<file path="config.mk">
export PLATFORM = sky130hd
export DESIGN_NAME = ifetch_prefetch
export DESIGN_NICKNAME = d
export VERILOG_FILES = /design/src/rtl/ifetch_prefetch.sv
export SDC_FILE = /design/constraint.sdc
export NUM_CORES = 1
export LEC_CHECK = 0
export CAP_MARGIN = 20
export CORE_MARGIN = 5
export CORE_UTILIZATION = 25
export DETAILED_ROUTE_END_ITERATION = 8
export PLACE_DENSITY = 0.42
export SLEW_MARGIN = 20
export SYNTH_ARGS = -nofsm -noshare
export SYNTH_HDL_FRONTEND = slang
export SYNTH_SLANG_ARGS = --single-unit
</file>
<file path="constraint.sdc">
create_clock -name clk -period 4.4 [get_ports clk]
set_input_delay 0.88 -clock clk [delete_from_list [all_inputs] [get_ports clk]]
set_output_delay 0.88 -clock clk [all_outputs]
set_load 0.1 [all_outputs]
</file>
<file path="src/rtl/ifetch_prefetch.sv">
// Instruction prefetcher: issues sequential ROM reads into a small FIFO feeding the core,
// with epoch-tagged in-flight reads so redirects can discard stale returns.
module ifetch_prefetch #(
  parameter int ADDR_W = 32,
  parameter int DATA_W = 32,
  parameter int DEPTH = 4,
  parameter int ROM_LAT = 1,
  parameter logic [ADDR_W-1:0] RESET_PC = {ADDR_W{1'b0}}
) (
  input  logic              clk,
  input  logic              rst,
  output logic              out_rom_enable,
  output logic [ADDR_W-1:0] out_rom_address,
  input  logic [DATA_W-1:0] in_rom_data,
  output logic              core_valid,
  output logic [DATA_W-1:0] core_inst,
  output logic [ADDR_W-1:0] core_pc,
  input  logic              core_ready,
  input  logic              redirect_valid,
  input  logic [ADDR_W-1:0] redirect_pc
);

  localparam int PW = $clog2(DEPTH);
  localparam int EPW = (ROM_LAT > 1) ? $clog2(ROM_LAT) + 1 : 1;
  localparam int CW = $clog2(DEPTH + ROM_LAT + 1);
  localparam logic [ADDR_W-1:0] STEP = ADDR_W'(DATA_W / 8);

  logic [ADDR_W-1:0] r_fpc;
  logic [EPW-1:0]    r_epoch;
  logic [ROM_LAT-1:0] r_pv;
  logic [EPW-1:0]    r_pe [ROM_LAT];
  logic [ADDR_W-1:0] r_ppc [ROM_LAT];
  logic [DATA_W-1:0] r_mem_inst [DEPTH];
  logic [ADDR_W-1:0] r_mem_pc [DEPTH];
  logic [PW:0]       r_wr;
  logic [PW:0]       r_rd;

  logic              w_empty;
  logic [PW:0]       w_occ;
  logic              w_pop;
  logic [CW-1:0]     w_inflight;
  logic              w_credit;
  logic              w_issue;
  logic              w_ret_ok;

  assign w_empty = (r_wr == r_rd);
  assign w_occ   = r_wr - r_rd;
  assign w_pop   = !w_empty && core_ready;

  // In-flight count covers every pipe slot, stale or not, so credit is never over-granted.
  always_comb begin
    w_inflight = {CW{1'b0}};
    for (int i = 0; i < ROM_LAT; i++) begin
      w_inflight = w_inflight + CW'(r_pv[i]);
    end
  end

  // Occupancy is taken after this cycle's head transfer so a full pipe still streams.
  assign w_credit = (CW'(w_occ) - CW'(w_pop) + w_inflight) < CW'(DEPTH);
  assign w_issue  = !rst && !redirect_valid && w_credit;
  assign w_ret_ok = r_pv[ROM_LAT-1] && (r_pe[ROM_LAT-1] == r_epoch) && !redirect_valid;

  assign out_rom_enable  = w_issue;
  assign out_rom_address = r_fpc;
  assign core_valid      = !w_empty;
  assign core_inst       = w_empty ? {DATA_W{1'b0}} : r_mem_inst[r_rd[PW-1:0]];
  assign core_pc         = w_empty ? {ADDR_W{1'b0}} : r_mem_pc[r_rd[PW-1:0]];

  always_ff @(posedge clk or posedge rst) begin
    if (rst) begin
      r_fpc   <= RESET_PC;
      r_epoch <= {EPW{1'b0}};
      r_pv    <= {ROM_LAT{1'b0}};
      r_wr    <= {(PW + 1){1'b0}};
      r_rd    <= {(PW + 1){1'b0}};
      for (int i = 0; i < ROM_LAT; i++) begin
        r_pe[i]  <= {EPW{1'b0}};
        r_ppc[i] <= {ADDR_W{1'b0}};
      end
    end else begin
      for (int i = ROM_LAT - 1; i > 0; i--) begin
        r_pv[i]  <= r_pv[i-1];
        r_pe[i]  <= r_pe[i-1];
        r_ppc[i] <= r_ppc[i-1];
      end
      r_pv[0]  <= w_issue;
      r_pe[0]  <= r_epoch;
      r_ppc[0] <= r_fpc;
      if (redirect_valid) begin
        r_fpc   <= redirect_pc;
        r_epoch <= r_epoch + EPW'(1);
        r_wr    <= {(PW + 1){1'b0}};
        r_rd    <= {(PW + 1){1'b0}};
      end else begin
        if (w_issue) begin
          r_fpc <= r_fpc + STEP;
        end
        if (w_ret_ok) begin
          r_wr <= r_wr + (PW + 1)'(1);
        end
        if (w_pop) begin
          r_rd <= r_rd + (PW + 1)'(1);
        end
      end
    end
  end

  // FIFO storage is datapath only; the head is masked to zero whenever the FIFO is empty.
  always_ff @(posedge clk) begin
    if (w_ret_ok) begin
      r_mem_inst[r_wr[PW-1:0]] <= in_rom_data;
      r_mem_pc[r_wr[PW-1:0]]   <= r_ppc[ROM_LAT-1];
    end
  end

endmodule
</file>
==> flow_summary_export.csv <==
group,metric,value,unit
floorplanning,die_h,237,µm
yosys,synth_top_area_cell,"edfxtp_1",
yosys,synth_xor_area_share,2.13,%
detailed_routing,wire_per_inst,20.5,µm
yosys,ys_types,44,
sta,slew_viol_final,0,
final_layout,final_common_cell,"edfxtp_1",
sta,hold_viol,0,
floorplanning,start_util,25.2,%
power_and_ir_drop,leakagePower,0.00558,µW
place,post-dp-hpwl,19.9,mm
sta,fin_crit_sh,95.7,%
final_layout,n_antenna_cell,0,
setup_path,cp_num_buf_inv,2,
sta,fin_crit,4.21,ns
final_layout,syn2layout_area_growth,28.4,%
yosys,avgSynthCellArea,18.3,µm²
detailed_routing,drc,0,
grt,antenna_found_initial,2,
final_layout,design_area,16600,µm²
setup_path,required,3.52,ns
hold_path,hp-class,"flip-flop to flip-flop",
detailed_routing,final_antenna_net_count,0,
clocking,clk_latency,0.54,ns
yosys,synthAdderAreaFrac,0.892,%
yosys,ys_ff_latch,329,
detailed_routing,finalWirelength,32.9,mm
floorplanning,die_area,56300,µm²
setup_path,cp_max_fo,3,
grt,grt_usage,11.7,%
yosys,synth_top_family_by_area,"multiplexers",
final_layout,fin_nets,972,
clocking,cts_resized,0,
power_and_ir_drop,ir_drop,426,µV
setup_path,cp_cell_sequence,"clkdlybuf4s50_1, nor2b_1, fa_1, fa_1, nor3b_4, xnor2_2, nor3_4, buf_12",
final_layout,multi_input_area,3240,µm²
clocking,holdBufCountCts,0,
floorplanning,rows,83,
power_and_ir_drop,p_int,6760,µW
yosys,yosysWarningCount,0,
grt,first_global_vias,7719,
yosys,synthCells,707,
setup_path,cpPeakStageDelay,0.48,ns
sta,finClkSkew,0.0196,ns
sta,finalSetupViolCount,0,
place,place.gp.congestion,0.704,
setup_path,cpMostUsedCell,"fa_1",
power_and_ir_drop,seq_power_share,30.9,%
grt,grt_use_met2,19.1,%
power_and_ir_drop,swShare,44.4,%
outcome,status,"complete, no violations",
floorplanning,die_x,237,µm
sta,slew_headroom,27.7,%
clocking,cts_tree,"done",
detailed_routing,drt_iter0_markers,237,
grt,use_met1,15.6,%
clocking,numCtsBuffers,39,
grt,overflow,0,
grt,busiest_layer,"met2",
sta,max_slew.worst_pin.slew,1.08,ns
yosys,syn_area,12900,µm²
yosys,synth_compound_area_share,2.33,%
detailed_routing,via_per_inst,4.30,
yosys,synth_nets,783,
grt,grt_max_degree,68,
sta,fmax,237,MHz
yosys,synthMuxAreaShare,11.6,%
setup_path,cpMaxStageDelayCell,"clkdlybuf4s50_1",
yosys,synthSimpleGateAreaFrac,7.99,%
final_layout,final_cell_mix,"256 x edfxtp_1, 98 x clkdlybuf4s50_1, 76 x buf_4",
clocking,cts-root-buf,"clkbuf_16",
power_and_ir_drop,power_frac_comb,43.6,%
setup_path,crit_type,"input port to primary output",
grt,grt_first_pass_wirelength,50.0,mm
yosys,ys.flop_type,"edfxtp_1",
yosys,synth-edff-count,256,
final_layout,final_util,32.4,%
yosys,yosysSeqAreaShare,73.7,%
setup_path,arrival,3.33,ns
detailed_routing,drt_first_pass_iters,4,
floorplanning,ios,166,
sta,rsz0062_at_grt,"false",
clocking,htree_levels,2,
power_and_ir_drop,power_density,734,nW/µm²
detailed_routing,vias,6909,
clocking,post_cts_buffers,0,
grt,grtUsageMet3,2.89,%
place,place_area,15300,µm²
clocking,cts_buffer_depth,3,
final_layout,seqCellArea,9520,µm²
clocking,path_clk_slew,0.06,ns
yosys,synth_async_sr_flop_share,22.2,%
setup_path,critPathTopFamily,"simple AND/OR/NAND/NOR gates",
final_layout,drive_above_1_share,23.5,%
setup_path,worst-r2r-setup-slack,0.76,ns
job,cap_viol_max_count,0,
yosys,synth_area_leaders,"edfxtp_1 60%, dfrtp_1 14%, mux4_2 11%",
final_layout,fillerInstances,4999,
floorplanning,core,51200,µm²
yosys,netlist.area_leader.share,59.6,%
sta,setup_tns,0,ns
place,io_buffers,165,
setup_path,cp-start-kind,"input port",
power_and_ir_drop,power_frac_clock,25.5,%
power_and_ir_drop,p_switching,5400,µW
setup_path,worstSetupEndpointType,"primary output",
clocking,clock-sinks,329,
[per-stage QoR]
stage	instances	setup WS [ns]	hold WS [ns]	total power, µW
after CTS	1606	0.149	0.402	12400
after global routing	1606	0.0682	0.416	12700
final	1606	0.189	0.397	12200
after floorplan	707	0.175	0.410	7910
after global placement	1535	0.199	0.390	9250
after detailed placement	1535	0.190	0.387	9250
[worst reg2reg max path: stages, from the launching register on]
cell and delay [ns]:
dfrtp_4 0.49, xor2_1 0.16, nor3_2 0.19, nor2b_1 0.13
fa_1 0.39, fa_1 0.49, nor3b_4 0.32, xnor2_2 0.17
buf_4 0.22, or3_1 0.39, or4_1 0.48, a31oi_1 0.17
[Yosys cell counts, drive strengths merged, types with 6 or more instances]
| cell | count |
|---|---|
| and4 | 6 |
| o21ai | 17 |
| xnor2 | 16 |
| nor4 | 6 |
| and3 | 9 |
| nor2 | 16 |
| nand4 | 7 |
| ha | 6 |
| nand3 | 13 |
| dfrtp | 73 |
| mux4 | 64 |
| buf | 10 |
| nor2b | 66 |
| a21oi | 7 |
| xor2 | 11 |
| a31oi | 12 |
| nand2 | 30 |
| nor3 | 9 |
| inv | 9 |
| clkbuf | 23 |
| edfxtp | 256 |
[layout make-up]
cell class | instances | area share, %
Timing Repair Buffer | 181 | 10.1
Clock buffer | 57 | 6.74
Inverter | 11 | 0.257
Tap cell | 680 | 5.14
Clock inverter | 14 | 0.710
Sequential cell | 329 | 57.5
Multi-Input combinational cell | 334 | 19.6
[sequential cells by signal, summed over array words and instances, names as in the netlist]
register / flops
r_rd: 3
r_wr: 3
r_ppc: 32
r_pe: 1
r_mem_inst: 128
r_epoch: 1
r_mem_pc: 128
out_rom_address: 32
r_pv: 1
[cell families (layout without fill, tap and decap cells)]
family,Yosys count,in the layout
compound gates,49,49
xor+xnor,28,28
fa+ha+maj,8,8
buf+inv,44,263
flops,329,329
mux,69,69
simple gates,180,180
[path summary, 6_finish.rpt]
path	from	cells past startpoint	to
worst max-delay path	core_ready	8	out_rom_enable
worst min-delay path	out_rom_address[1]	0	r_ppc[1]
worst max register to register	r_rd[0]	11	out_rom_address[20]
worst min register to register	out_rom_address[1]	0	r_ppc[1]
max in group asynchronous	rst	3	r_rd[1]
min in group asynchronous	rst	3	out_rom_address[13]
[metal layers]
metal | wire [µm] | share of wire (%) | vias up
met5 | 34 | 0.10 | -
met3 | 1610 | 4.9 | 51
li1 | - | - | 3136
met1 | 14800 | 45 | 3560
met2 | 15700 | 48 | 158
met4 | 755 | 2.3 | 4
[power by group through the flow]
stage	Clock, µW	Combinational (µW)	Sequential [µW]
detailed placement	0	5420	3820
global placement	0	5430	3820
CTS	3230	5430	3760
global route	3350	5570	3790
floorplan	0	3870	4040
finish	3100	5310	3760
No activity file was read; power rests on OpenSTA's default activity.
